<file path="config.mk">
export PLATFORM = sky130hd
export DESIGN_NAME = load_store_unit
export DESIGN_NICKNAME = d
export VERILOG_FILES = /design/src/rtl/load_store_unit.sv
export SDC_FILE = /design/constraint.sdc
export NUM_CORES = 1
export LEC_CHECK = 0
export CELL_PAD_IN_SITES_DETAIL_PLACEMENT = 0
export CELL_PAD_IN_SITES_GLOBAL_PLACEMENT = 1
export CORE_MARGIN = 4
export CORE_UTILIZATION = 30
export CTS_CLUSTER_DIAMETER = 30
export DETAILED_ROUTE_END_ITERATION = 16
export PLACE_DENSITY_LB_ADDON = 0.1
export SYNTH_ARGS = -nofsm -noshare
export SYNTH_HDL_FRONTEND = slang
export SYNTH_SLANG_ARGS = --single-unit
</file>
<file path="constraint.sdc">
create_clock -name clk -period 2 [get_ports clk]
set_input_delay 0.4 -clock clk [delete_from_list [all_inputs] [get_ports clk]]
set_output_delay 0.4 -clock clk [all_outputs]
set_load 0.03 [all_outputs]
</file>
<file path="src/rtl/load_store_unit.sv">
// Memory stage: single-outstanding req/ack data-memory access with store lane steering,
// write-strobe generation and load extraction with sign/zero extension.
module load_store_unit #(
  parameter int REGISTER_WIDTH = 32
) (
  input  logic                      clk,
  input  logic                      reset,
  input  logic                      req_valid,
  output logic                      req_ready,
  input  logic                      is_store,
  input  logic [2:0]                funct3,
  input  logic [REGISTER_WIDTH-1:0] address,
  input  logic [REGISTER_WIDTH-1:0] store_data,
  input  logic [4:0]                rd_in,
  output logic                      mem_req,
  output logic                      mem_we,
  output logic [REGISTER_WIDTH-1:0] mem_addr,
  output logic [REGISTER_WIDTH-1:0] mem_wdata,
  output logic [3:0]                mem_wstrb,
  input  logic                      mem_ack,
  input  logic [REGISTER_WIDTH-1:0] mem_rdata,
  output logic                      done,
  output logic                      wb_we,
  output logic [4:0]                wb_rd,
  output logic [REGISTER_WIDTH-1:0] wb_data,
  output logic                      fault
);

  typedef enum logic [1:0] {IDLE, MEM, RESP} state_t;

  state_t                      state, state_next;
  logic                        is_store_q;
  logic [2:0]                  funct3_q;
  logic [1:0]                  lane_q;
  logic                        fault_q;

  logic                        accept;
  logic                        legal_funct3;
  logic                        aligned;
  logic                        req_ok;
  logic [REGISTER_WIDTH-1:0]   wdata_next;
  logic [3:0]                  wstrb_next;
  logic [7:0]                  byte_sel;
  logic [15:0]                 half_sel;
  logic [REGISTER_WIDTH-1:0]   load_value;

  assign accept    = (state == IDLE) && req_valid;
  assign req_ready = (state == IDLE);
  assign mem_req   = (state == MEM);
  assign mem_we    = mem_req && is_store_q;
  assign done      = (state == RESP);
  assign fault     = done && fault_q;
  assign wb_we     = done && !fault_q && !is_store_q && (wb_rd != 5'd0);

  // Legality is judged on the live request fields, in the cycle it is accepted.
  always_comb begin
    if (is_store) legal_funct3 = funct3 inside {3'b000, 3'b001, 3'b010};
    else          legal_funct3 = funct3 inside {3'b000, 3'b001, 3'b010, 3'b100, 3'b101};
    case (funct3[1:0])
      2'b01:   aligned = ~address[0];
      2'b10:   aligned = (address[1:0] == 2'b00);
      default: aligned = 1'b1;
    endcase
    req_ok = legal_funct3 && aligned;
  end

  // NOTE: every combinational output gets a default first so no latch is inferred.
  always_comb begin
    wdata_next = '0;
    wstrb_next = 4'b0000;
    if (is_store) begin
      case (funct3[1:0])
        2'b00: begin
          wdata_next = {4{store_data[7:0]}};
          wstrb_next = 4'b0001 << address[1:0];
        end
        2'b01: begin
          wdata_next = {2{store_data[15:0]}};
          wstrb_next = 4'b0011 << address[1:0];
        end
        2'b10: begin
          wdata_next = store_data;
          wstrb_next = 4'b1111;
        end
        default: ;
      endcase
    end
  end

  always_comb begin
    case (lane_q)
      2'd0:    byte_sel = mem_rdata[7:0];
      2'd1:    byte_sel = mem_rdata[15:8];
      2'd2:    byte_sel = mem_rdata[23:16];
      default: byte_sel = mem_rdata[31:24];
    endcase
    half_sel = lane_q[1] ? mem_rdata[31:16] : mem_rdata[15:0];
    case (funct3_q)
      3'b000:  load_value = {{(REGISTER_WIDTH-8){byte_sel[7]}}, byte_sel};
      3'b001:  load_value = {{(REGISTER_WIDTH-16){half_sel[15]}}, half_sel};
      3'b100:  load_value = {{(REGISTER_WIDTH-8){1'b0}}, byte_sel};
      3'b101:  load_value = {{(REGISTER_WIDTH-16){1'b0}}, half_sel};
      default: load_value = mem_rdata;
    endcase
  end

  always_comb begin
    state_next = state;
    case (state)
      IDLE:    if (req_valid) state_next = req_ok ? MEM : RESP;
      MEM:     if (mem_ack)   state_next = RESP;
      RESP:    state_next = IDLE;
      default: state_next = IDLE;
    endcase
  end

  // NOTE: sequential state uses non-blocking assignments so all registers update together.
  always_ff @(posedge clk) begin
    if (reset) begin
      state      <= IDLE;
      is_store_q <= 1'b0;
      funct3_q   <= 3'b000;
      lane_q     <= 2'b00;
      fault_q    <= 1'b0;
      mem_addr   <= '0;
      mem_wdata  <= '0;
      mem_wstrb  <= 4'b0000;
      wb_rd      <= 5'd0;
      wb_data    <= '0;
    end else begin
      state <= state_next;
      if (accept) begin
        is_store_q <= is_store;
        funct3_q   <= funct3;
        lane_q     <= address[1:0];
        fault_q    <= ~req_ok;
        wb_rd      <= rd_in;
        wb_data    <= '0;
        mem_addr   <= {address[REGISTER_WIDTH-1:2], 2'b00};
        mem_wdata  <= req_ok ? wdata_next : '0;
        mem_wstrb  <= req_ok ? wstrb_next : 4'b0000;
      end
      // Store and fault responses keep the zero written at accept time.
      if ((state == MEM) && mem_ack && !is_store_q) wb_data <= load_value;
    end
  end

endmodule

</file>
==> results of run 1 <==
[cell usage in the layout, fill, tap and decap left out, types with 10 or more instances in the layout]
master / synthesis / final
a21oi_1: 53 / 53
a221o_1: 10 / 10
a222oi_1: 13 / 13
a22o_1: 13 / 13
a22oi_1: 16 / 16
buf_4: 4 / 40
clkdlybuf4s50_1: 0 / 209
dfxtp_1: 112 / 112
nand2_1: 116 / 116
nand2b_1: 15 / 15
o21ai_0: 30 / 28
o21ai_1: 13 / 15
[area by class of cell]
class / count / share of cell area [%]
Clock buffer: 12 / 3.18
Sequential cell: 112 / 28.9
Inverter: 5 / 0.242
Tap cell: 211 / 3.40
Multi-Input combinational cell: 374 / 31.0
Timing Repair Buffer: 260 / 32.6
Clock inverter: 4 / 0.693
[kinds of logic (layout without fill, tap and decap cells)]
group	count (synthesis)	count (layout)	synth area share (%)
AND/OR/NAND/NOR	170	172	16.4
other	1	2	0.0788
flip-flops	112	112	47.1
multiplexers	16	16	3.71
adder cells (fa/ha/maj)	4	4	1.05
buffers and inverters	51	281	4.86
AO/OA/AOI/OAI	180	180	26.8
[final timing paths]
check | endpoint | slack [ns] | depth (start not counted)
setup / recovery | wb_we | 0.07 | 4
hold / removal | funct3_q[1] | 0.38 | 2
setup reg to reg | wb_data[21] | 0.15 | 5
hold reg to reg | mem_wdata[19] | 0.45 | 2
[state kept, by name, summed over array words and instances (netlist names)]
name / count
lane_q: 2
is_store_q: 1
wb_data: 32
mem_wdata: 32
funct3_q: 3
fault_q: 1
mem_wstrb: 4
mem_addr: 30
wb_rd: 5
state: 2
[through the flow]
step | cells | setup slack, ns | hold slack (ns) | setup TNS (ns) | cell area, um2
after floorplan | 535 | 0.142 | 0.485 | 0 | 4780
after global placement | 959 | -0.345 | 0.435 | -15.25 | 7350
after detailed placement | 959 | -0.405 | 0.443 | -17.75 | 7350
after CTS | 976 | 0.0123 | 0.365 | 0 | 7690
after global routing | 978 | 0.00355 | 0.371 | 0 | 7760
final | 978 | 0.0654 | 0.382 | 0 | 7760
[timing repair]
item,4_1_cts,5_1_grt
pin swaps,2,3
gates cloned,0,2
endpoints found under the setup margin,28,32
gates resized for setup,12,16
buffers inserted,1,0
[power by group through the flow]
stage | clock [uW] | sequential [uW] | combinational [uW]
CTS | 1900 | 2370 | 1110
floorplan | 0 | 2530 | 418
detailed placement | 0 | 2420 | 1090
finish | 1840 | 2370 | 1120
global route | 1960 | 2380 | 1200
global placement | 0 | 2410 | 1090
[metal layers]
layer  routed length (um)  vias up
li1                     -     2384
met1                 7200     2238
met2                 7460      181
met3                 1540       14
met4                  190        2
met5                   13        -
==> flow_metrics.py, run 1 <==
metrics = {
    "die": {
        "die_width_um": 134,
        "placementRows": 45,
        "dieHeight_um": 134,
        "core_region_area_um2": 15400,
        "io-pin-count": 220,
        "initial_core_util_pct": 31.0,
        "dieArea_um2": 17900,
    },
    "hold_path": {
        "hold_path.startpoint": "reset",
        "min_path_type": "input pin to register",
    },
    "sta": {
        "timing_worst_slew_pin_value_ns": 0.580,
        "finalMaxSlewViolations": 0,
        "worst_clock_skew_ns": 0.00849,
        "achievable-frequency_ghz": 0.517,
        "setup_violations": 0,
        "timing.final.crit_share_pct": 96.7,
        "maxSlewHeadroom_pct": 61.3,
        "hold_viol": 0,
        "setup_repair_after_global_routing_missed_its_margin": "false",
        "final.min_clock_period_ns": 1.93,
    },
    "logic_synthesis": {
        "synthArstFlopShare_pct": 0,
        "synth_cells": 534,
        "ys_top_cells_by_area": "dfxtp_1 (47%), nand2_1 (9.1%), a21oi_1 (5.6%)",
        "ys_dominant_reg_cell": "dfxtp_1",
        "ys_seq_area_share_pct": 47.1,
        "synth_top_area_share_pct": 47.1,
        "postSynthRegisterBits": 112,
        "netlist_top_cells_count": "nand2_1 (116), dfxtp_1 (112), a21oi_1 (53)",
        "post_synth.cell_area_avg_um2": 8.92,
        "yosys.area.top_type": "dfxtp_1",
        "synth_warnings": 0,
        "synth_most_common_cell": "nand2_1",
        "post_synth_num_cell_types": 56,
        "post_synth_instance_area_um2": 4760,
        "synth_enable_flop_cells": 0,
    },
    "critical_path": {
        "cp.arrival_ns": 1.53,
        "startpoint_type": "register",
        "rr_startpoint": "state[1]",
        "cp-end-kind": "output pin",
        "crit_path_max_fanout": 3,
        "kind_of_critical_path": "register to output pin",
        "cpLargestDelayFamily": "simple AND/OR/NAND/NOR gates",
        "path_buf_inv": 1,
        "cp_slowest_stage_delay_ns": 0.55,
        "setup.worst_path.start": "wb_rd[1]",
        "path_cells": "or4_4 -> nor2_4 -> nor4b_4 -> buf_6",
        "critical_path.slowest_cell": "or4_4",
        "cp.required_ns": 1.60,
    },
    "cells_and_area": {
        "fraction_of_layout_instances_using_a_drive_strength_above_1_pct": 13.0,
        "final_util_pct": 50.5,
        "syn_to_final_growth_pct": 63.0,
        "footprint_of_the_multi_input_gates_um2": 2410,
        "num-nets-final": 875,
        "ff_latch_area_um2": 2240,
        "diode_count": 0,
        "filler_cell_count": 1422,
    },
    "pwr": {
        "clock_power_share_pct": 34.5,
        "pwr-share-comb_pct": 21.0,
        "internal_power_uw": 3860,
        "switching_share_pct": 27.5,
        "p_sw_uw": 1460,
        "share_seq_of_total_power_pct": 44.4,
        "pwr_density_cell_nw_per_um2": 686,
        "power.leakage_uw": 0.00286,
        "finalPower_uw": 5320,
        "irDropWorstVdd_uv": 417,
    },
    "outcome": {
        "run_status": "complete, no violations",
    },
    "cts": {
        "h_tree_depth": 3,
        "clk_pin_slew_worst_paths_ns": 0.07,
        "clock_sink_count": 112,
        "tritoncts": "yes",
        "cts.hold.buffers_added": 0,
        "clock_network_latency_to_the_later_pin_of_the_worst_skew_pair_ns": 0.36,
        "ctsLongestPathBuffers": 2,
        "cts_made_buffers": 9,
        "clock_tree.root_cell": "clkbuf_16",
    },
    "grt": {
        "global_route.peak_usage_layer": "met2",
        "grt-ovfl-total": 0,
        "globalRouteMet2Util_pct": 28.4,
        "grtUsageTotal_pct": 17.5,
        "grt_antenna_before_repair": 1,
        "grt_start_max_net_pins": 38,
        "grt_first_pass_wirelength_um": 25400,
        "use_met1_pct": 21.9,
        "global_route.usage.met3_pct": 6.38,
        "first_global_vias": 4844,
    },
    "detailed_routing": {
        "drt_wl_total_um": 16400,
        "firstDrtPassIters": 6,
        "wl_per_cell_um": 16.8,
        "num_vias": 4819,
        "remaining_drc_errors": 0,
        "final_antenna_net_count": 0,
        "viasPerCell": 4.93,
        "drtIter0Drc": 327,
    },
    "place": {
        "gp_routability_congestion": 0.837,
        "hpwlAfterDp_um": 12200,
        "io_buffers": 217,
    },
    "flow_run": {
        "maxCapViolCount": 0,
    },
}
(Power assumes the default switching activity.)
==> run 2, diff against run 1 <==
- clock period: 2 -> 2.1 ns (I/O delays scaled with it)
==> run 2 against run 1 <==
Core utilization shrank 0.83 points. Clock-buffer cell count decreased by 1. Critical path depth did not move. Critical path type unchanged. Largest cell class unchanged. Highest routed layer is now met4.
==> flow_metrics.py, run 2 (synthesized netlist as in run 1, its figures left out) <==
metrics = {
    "critical_path": {
        "setup.worst_path.start": "wb_rd[1]",
        "startpoint_type": "register",
        "cp.arrival_ns": 1.56,
        "cp-end-kind": "output pin",
        "path_buf_inv": 1,
        "path_cells": "or4_1 -> nor2_1 -> nor4b_2 -> buf_2",
        "cp_slowest_stage_delay_ns": 0.53,
        "crit_path_max_fanout": 2,
        "kind_of_critical_path": "register to output pin",
        "cpLargestDelayFamily": "simple AND/OR/NAND/NOR gates",
        "cp.required_ns": 1.68,
        "critical_path.slowest_cell": "or4_1",
        "rr_startpoint": "state[1]",
    },
    "sta": {
        "worst_clock_skew_ns": 0.00975,
        "postLayoutSetupSlackWorst_ns": 0.117,
        "setup_repair_after_global_routing_missed_its_margin": "false",
        "achievable-frequency_ghz": 0.504,
        "hold_viol": 0,
        "final.min_clock_period_ns": 1.98,
        "timing.final.crit_share_pct": 94.4,
        "finalMaxSlewViolations": 0,
        "timing_worst_slew_pin_value_ns": 0.726,
        "setup_violations": 0,
        "maxSlewHeadroom_pct": 51.6,
    },
    "cells_and_area": {
        "final_util_pct": 49.7,
        "syn_to_final_growth_pct": 60.3,
        "diode_count": 0,
        "filler_cell_count": 1445,
        "layout.cells.most_common_list": "clkdlybuf4s50_1 (211), nand2_1 (116), dfxtp_1 (112), a21oi_1 (53), buf_4 (39)",
        "num-nets-final": 872,
        "top_regs": "mem_wdata x32, wb_data x32, mem_addr x30",
        "ff_latch_area_um2": 2240,
        "fraction_of_layout_instances_using_a_drive_strength_above_1_pct": 11.9,
        "footprint_of_the_multi_input_gates_um2": 2320,
        "layout.cells.most_common": "clkdlybuf4s50_1",
    },
    "grt": {
        "grtUsageTotal_pct": 18.2,
        "grt_antenna_before_repair": 0,
        "use_met1_pct": 23.2,
        "global_route.peak_usage_layer": "met2",
        "globalRouteMet2Util_pct": 28.9,
        "first_global_vias": 4865,
        "grt_start_max_net_pins": 38,
        "global_route.usage.met3_pct": 7.91,
        "grt_first_pass_wirelength_um": 26400,
        "grt-ovfl-total": 0,
    },
    "die": {
        "die_width_um": 134,
        "dieArea_um2": 17900,
        "io-pin-count": 220,
        "core_region_area_um2": 15400,
        "placementRows": 45,
        "dieHeight_um": 134,
        "initial_core_util_pct": 31.0,
    },
    "place": {
        "place_ws_ns": -0.346,
        "io_buffers": 217,
        "hpwlAfterDp_um": 12400,
        "gp_routability_congestion": 0.871,
    },
    "detailed_routing": {
        "num_vias": 4803,
        "drtIter0Drc": 290,
        "firstDrtPassIters": 5,
        "drt_wl_total_um": 16600,
        "final_antenna_net_count": 0,
        "viasPerCell": 4.93,
        "wl_per_cell_um": 17.0,
        "remaining_drc_errors": 0,
    },
    "cts": {
        "clock_network_latency_to_the_later_pin_of_the_worst_skew_pair_ns": 0.36,
        "ctsLongestPathBuffers": 2,
        "cts_made_buffers": 9,
        "clock_tree.root_cell": "clkbuf_16",
        "clock_sink_count": 112,
        "tritoncts": "yes",
        "cts.hold.buffers_added": 0,
        "clk_pin_slew_worst_paths_ns": 0.08,
        "h_tree_depth": 3,
    },
    "hold_path": {
        "hold_path.startpoint": "mem_wdata[30]",
        "min_path_type": "register to register",
    },
    "pwr": {
        "irDropWorstVdd_uv": 370,
        "power.leakage_uw": 0.00283,
        "pwr_density_cell_nw_per_um2": 649,
    },
    "outcome": {
        "run_status": "complete, no violations",
    },
    "flow_run": {
        "maxCapViolCount": 0,
    },
}
run 2: changes by cell type in the layout (fill, tap and decap cells not counted), moves of 2 or more:
cell / previous run / this run
clkdlybuf4s50_1: 209 / 211
or3_4: 3 / 1
ha_2: 2 / 0
dlymetal6s2s_1: 2 / 0
ha_1: 1 / 4
run 2: final timing paths:
path                         to  slack, ns  depth (start not counted)
setup / recovery          wb_we       0.12                          4
setup reg to reg    wb_data[16]       0.18                          6
hold reg to reg   mem_wdata[30]       0.45                          2
hold / removal    mem_wdata[30]       0.45                          2
run 2: repair_timing:
item	CTS	global route
setup buffers	0	1
gates resized for setup	8	8
endpoints found under the setup margin	5	23
pin swaps	0	2
run 2: worst register-to-register path, cell delays in order, from the launching register on:
cell and delay (ns):
dfxtp_1 0.34, buf_4 0.16, and4bb_1 0.31, buf_4 0.14, nor2b_4 0.14, and2_1 0.52
a221o_2 0.26
run 2: power by group:
part / internal (uW) / switching [uW] / leakage, uW
sequential: 2200 / 53.5 / 0.000910
clock: 848 / 815 / 0.000132
combinational: 507 / 539 / 0.00179
total: 3550 / 1410 / 0.00283
run 2: per-layer routing:
| metal | part of all wire, % | vias to the layer above | wire length (um) |
|---|---|---|---|
| met5 | 0 | - | 0 |
| met4 | 0.75 | 0 | 124 |
| met3 | 10 | 9 | 1710 |
| met2 | 46 | 194 | 7590 |
| met1 | 43 | 2230 | 7140 |
| li1 | - | 2370 | - |
run 2: through the flow:
step                area, um2  power [uW]  setup TNS [ns]  hold slack, ns  cells
floorplan                4770        2800               0           0.464    535
global placement         7330        3340           -9.54           0.437    958
detailed placement       7330        3340          -12.42           0.440    958
CTS                      7610        5020         -0.0358           0.451    974
global route             7630        5220               0           0.471    975
finish                   7630        4960               0           0.448    975
run 2: area by class of cell:
cell class	instances	share of cell area [%]
repair buffers	259	32.8
multi-input cells	372	30.4
flip-flops and latches	112	29.4
well taps	211	3.46
clock buffers	11	3.18
clock inverters	5	0.541
inverters	5	0.246
==> run 3, diff against run 2 <==
- TNS_END_PERCENT: unset -> 30
==> run 3 against run 2 <==
Critical endpoint unchanged. Clock skew barely moved. Hold slack unchanged. Final cell count unchanged. Clock power about the same. Non-clock buffer count stayed put. Core utilization about the same. Largest cell class unchanged. First-iteration DRC count unchanged.
==> flow_metrics.py, run 3 (synthesized netlist as in run 1, its figures left out) <==
metrics = {
    "critical_path": {
        "kind_of_critical_path": "register to output pin",
        "critical_path.slowest_cell": "or4_1",
        "cp-end-kind": "output pin",
        "cp.required_ns": 1.68,
        "path_cells": "or4_1 -> nor2_1 -> nor4b_2 -> buf_2",
        "cp.arrival_ns": 1.56,
        "startpoint_type": "register",
        "cpLargestDelayFamily": "simple AND/OR/NAND/NOR gates",
        "path_buf_inv": 1,
        "crit_path_max_fanout": 2,
        "cp_slowest_stage_delay_ns": 0.53,
    },
    "sta": {
        "setup_violations": 0,
        "postLayoutSetupSlackWorst_ns": 0.117,
        "timing_worst_slew_pin_value_ns": 0.725,
        "timing.final.crit_share_pct": 94.4,
        "setup_repair_after_global_routing_missed_its_margin": "true",
        "finalMaxSlewViolations": 0,
        "achievable-frequency_ghz": 0.504,
        "final.min_clock_period_ns": 1.98,
        "hold_viol": 0,
        "maxSlewHeadroom_pct": 51.6,
        "worst_clock_skew_ns": 0.00975,
    },
    "cts": {
        "clock_sink_count": 112,
        "clock_tree.root_cell": "clkbuf_16",
        "h_tree_depth": 3,
        "tritoncts": "yes",
        "cts_made_buffers": 9,
        "clk_pin_slew_worst_paths_ns": 0.08,
        "clock_network_latency_to_the_later_pin_of_the_worst_skew_pair_ns": 0.36,
        "ctsLongestPathBuffers": 2,
        "cts.hold.buffers_added": 0,
    },
    "cells_and_area": {
        "fraction_of_layout_instances_using_a_drive_strength_above_1_pct": 11.8,
        "filler_cell_count": 1444,
        "layout.cells.most_common": "clkdlybuf4s50_1",
        "layoutNonFillerInstCount": 975,
        "top_regs": "mem_wdata x32, wb_data x32, mem_addr x30",
        "diode_count": 0,
        "num-nets-final": 872,
        "layout.cells.most_common_list": "clkdlybuf4s50_1 (211), nand2_1 (116), dfxtp_1 (112), a21oi_1 (53), buf_4 (39)",
        "syn_to_final_growth_pct": 60.4,
    },
    "pwr": {
        "finalPower_uw": 4960,
        "switching_share_pct": 28.4,
        "irDropWorstVdd_uv": 370,
        "power.leakage_uw": 0.00283,
        "p_sw_uw": 1410,
        "share_seq_of_total_power_pct": 45.4,
        "clock_power_share_pct": 33.5,
        "pwr_density_cell_nw_per_um2": 649,
        "pwr-share-comb_pct": 21.1,
        "internal_power_uw": 3550,
    },
    "hold_path": {
        "min_path_type": "register to register",
    },
    "detailed_routing": {
        "wl_per_cell_um": 17.0,
        "num_vias": 4810,
        "firstDrtPassIters": 5,
        "remaining_drc_errors": 0,
        "drt_wl_total_um": 16600,
        "final_antenna_net_count": 0,
        "viasPerCell": 4.93,
        "drtIter0Drc": 290,
    },
    "grt": {
        "grt_antenna_before_repair": 0,
        "grt-ovfl-total": 0,
        "grt_start_max_net_pins": 38,
        "grtUsageTotal_pct": 18.2,
        "grt_first_pass_wirelength_um": 26400,
        "first_global_vias": 4865,
    },
    "die": {
        "io-pin-count": 220,
        "placementRows": 45,
        "core_region_area_um2": 15400,
        "dieHeight_um": 134,
        "dieArea_um2": 17900,
        "initial_core_util_pct": 31.0,
        "die_width_um": 134,
    },
    "place": {
        "io_buffers": 217,
        "place_ws_ns": -0.346,
        "hpwlAfterDp_um": 12400,
        "place_inst": 958,
        "gp_routability_congestion": 0.871,
    },
    "flow_run": {
        "maxCapViolCount": 0,
    },
    "outcome": {
        "run_status": "complete, no violations",
    },
}
run 3: changes by cell type in the layout (fill, tap and decap cells not counted):
cell / previous run / this run
clkdlybuf4s15_1: 0 / 1
clkbuf_2: 1 / 0
run 3: final timing paths:
path	end	cells past startpoint	slack, ns	startpoint
worst max-delay path	wb_we	4	0.12	wb_rd[1]
worst min-delay path	mem_wdata[30]	2	0.45	mem_wdata[30]
worst max register to register	wb_data[16]	6	0.18	state[1]
worst min register to register	mem_wdata[30]	2	0.45	mem_wdata[30]
run 3: what timing repair did:
action | CTS | global route
endpoints found under the hold margin | 0 | 0
resized for setup | 8 | 7
pin swaps | 0 | 2
setup endpoints to repair | 5 | 23
setup buffers | 0 | 1
run 3: cell type report:
class	count	area, um2	share of cell area (%)
Sequential cell	112	2240	29.4
Tap cell	211	264	3.46
Clock inverter	5	41.3	0.541
Clock buffer	11	243	3.18
Inverter	5	18.8	0.246
Timing Repair Buffer	259	2510	32.9
Multi-Input combinational cell	372	2320	30.4
run 3: power by group through the flow:
stage	Sequential, uW	Combinational (uW)	Clock [uW]
floorplan	2410	396	0
global placement	2300	1040	0
detailed placement	2300	1050	0
CTS	2250	1050	1720
global route	2260	1130	1830
finish	2250	1050	1660
run 3: worst min-delay path, stage by stage (launching register included):
cell	delay (ns)
dfxtp_1	0.31
nand2_1	0.05
o21ai_1	0.05
run 3: per-layer routing:
| layer | share of wire, % | global-route usage (%) | wire length, um | vias to the layer above |
|---|---|---|---|---|
| li1 | - | - | - | 2370 |
| met1 | 43 | 23.2 | 7120 | 2233 |
| met2 | 46 | 28.9 | 7590 | 198 |
| met3 | 10 | 7.91 | 1730 | 9 |
| met4 | 0.75 | 3.60 | 124 | 0 |
| met5 | 0 | 0 | 0 | - |
run 3: per-stage QoR:
stage	instance area, um2	utilization (%)	TNS, ns	hold WS (ns)
detailed placement	7330	47.7	-12.42	0.440
CTS	7610	49.5	-0.0358	0.451
floorplan	4770	-	0	0.464
global route	7640	49.7	-0.0156	0.471
global placement	7330	47.7	-9.54	0.437
finish	7640	49.7	0	0.448
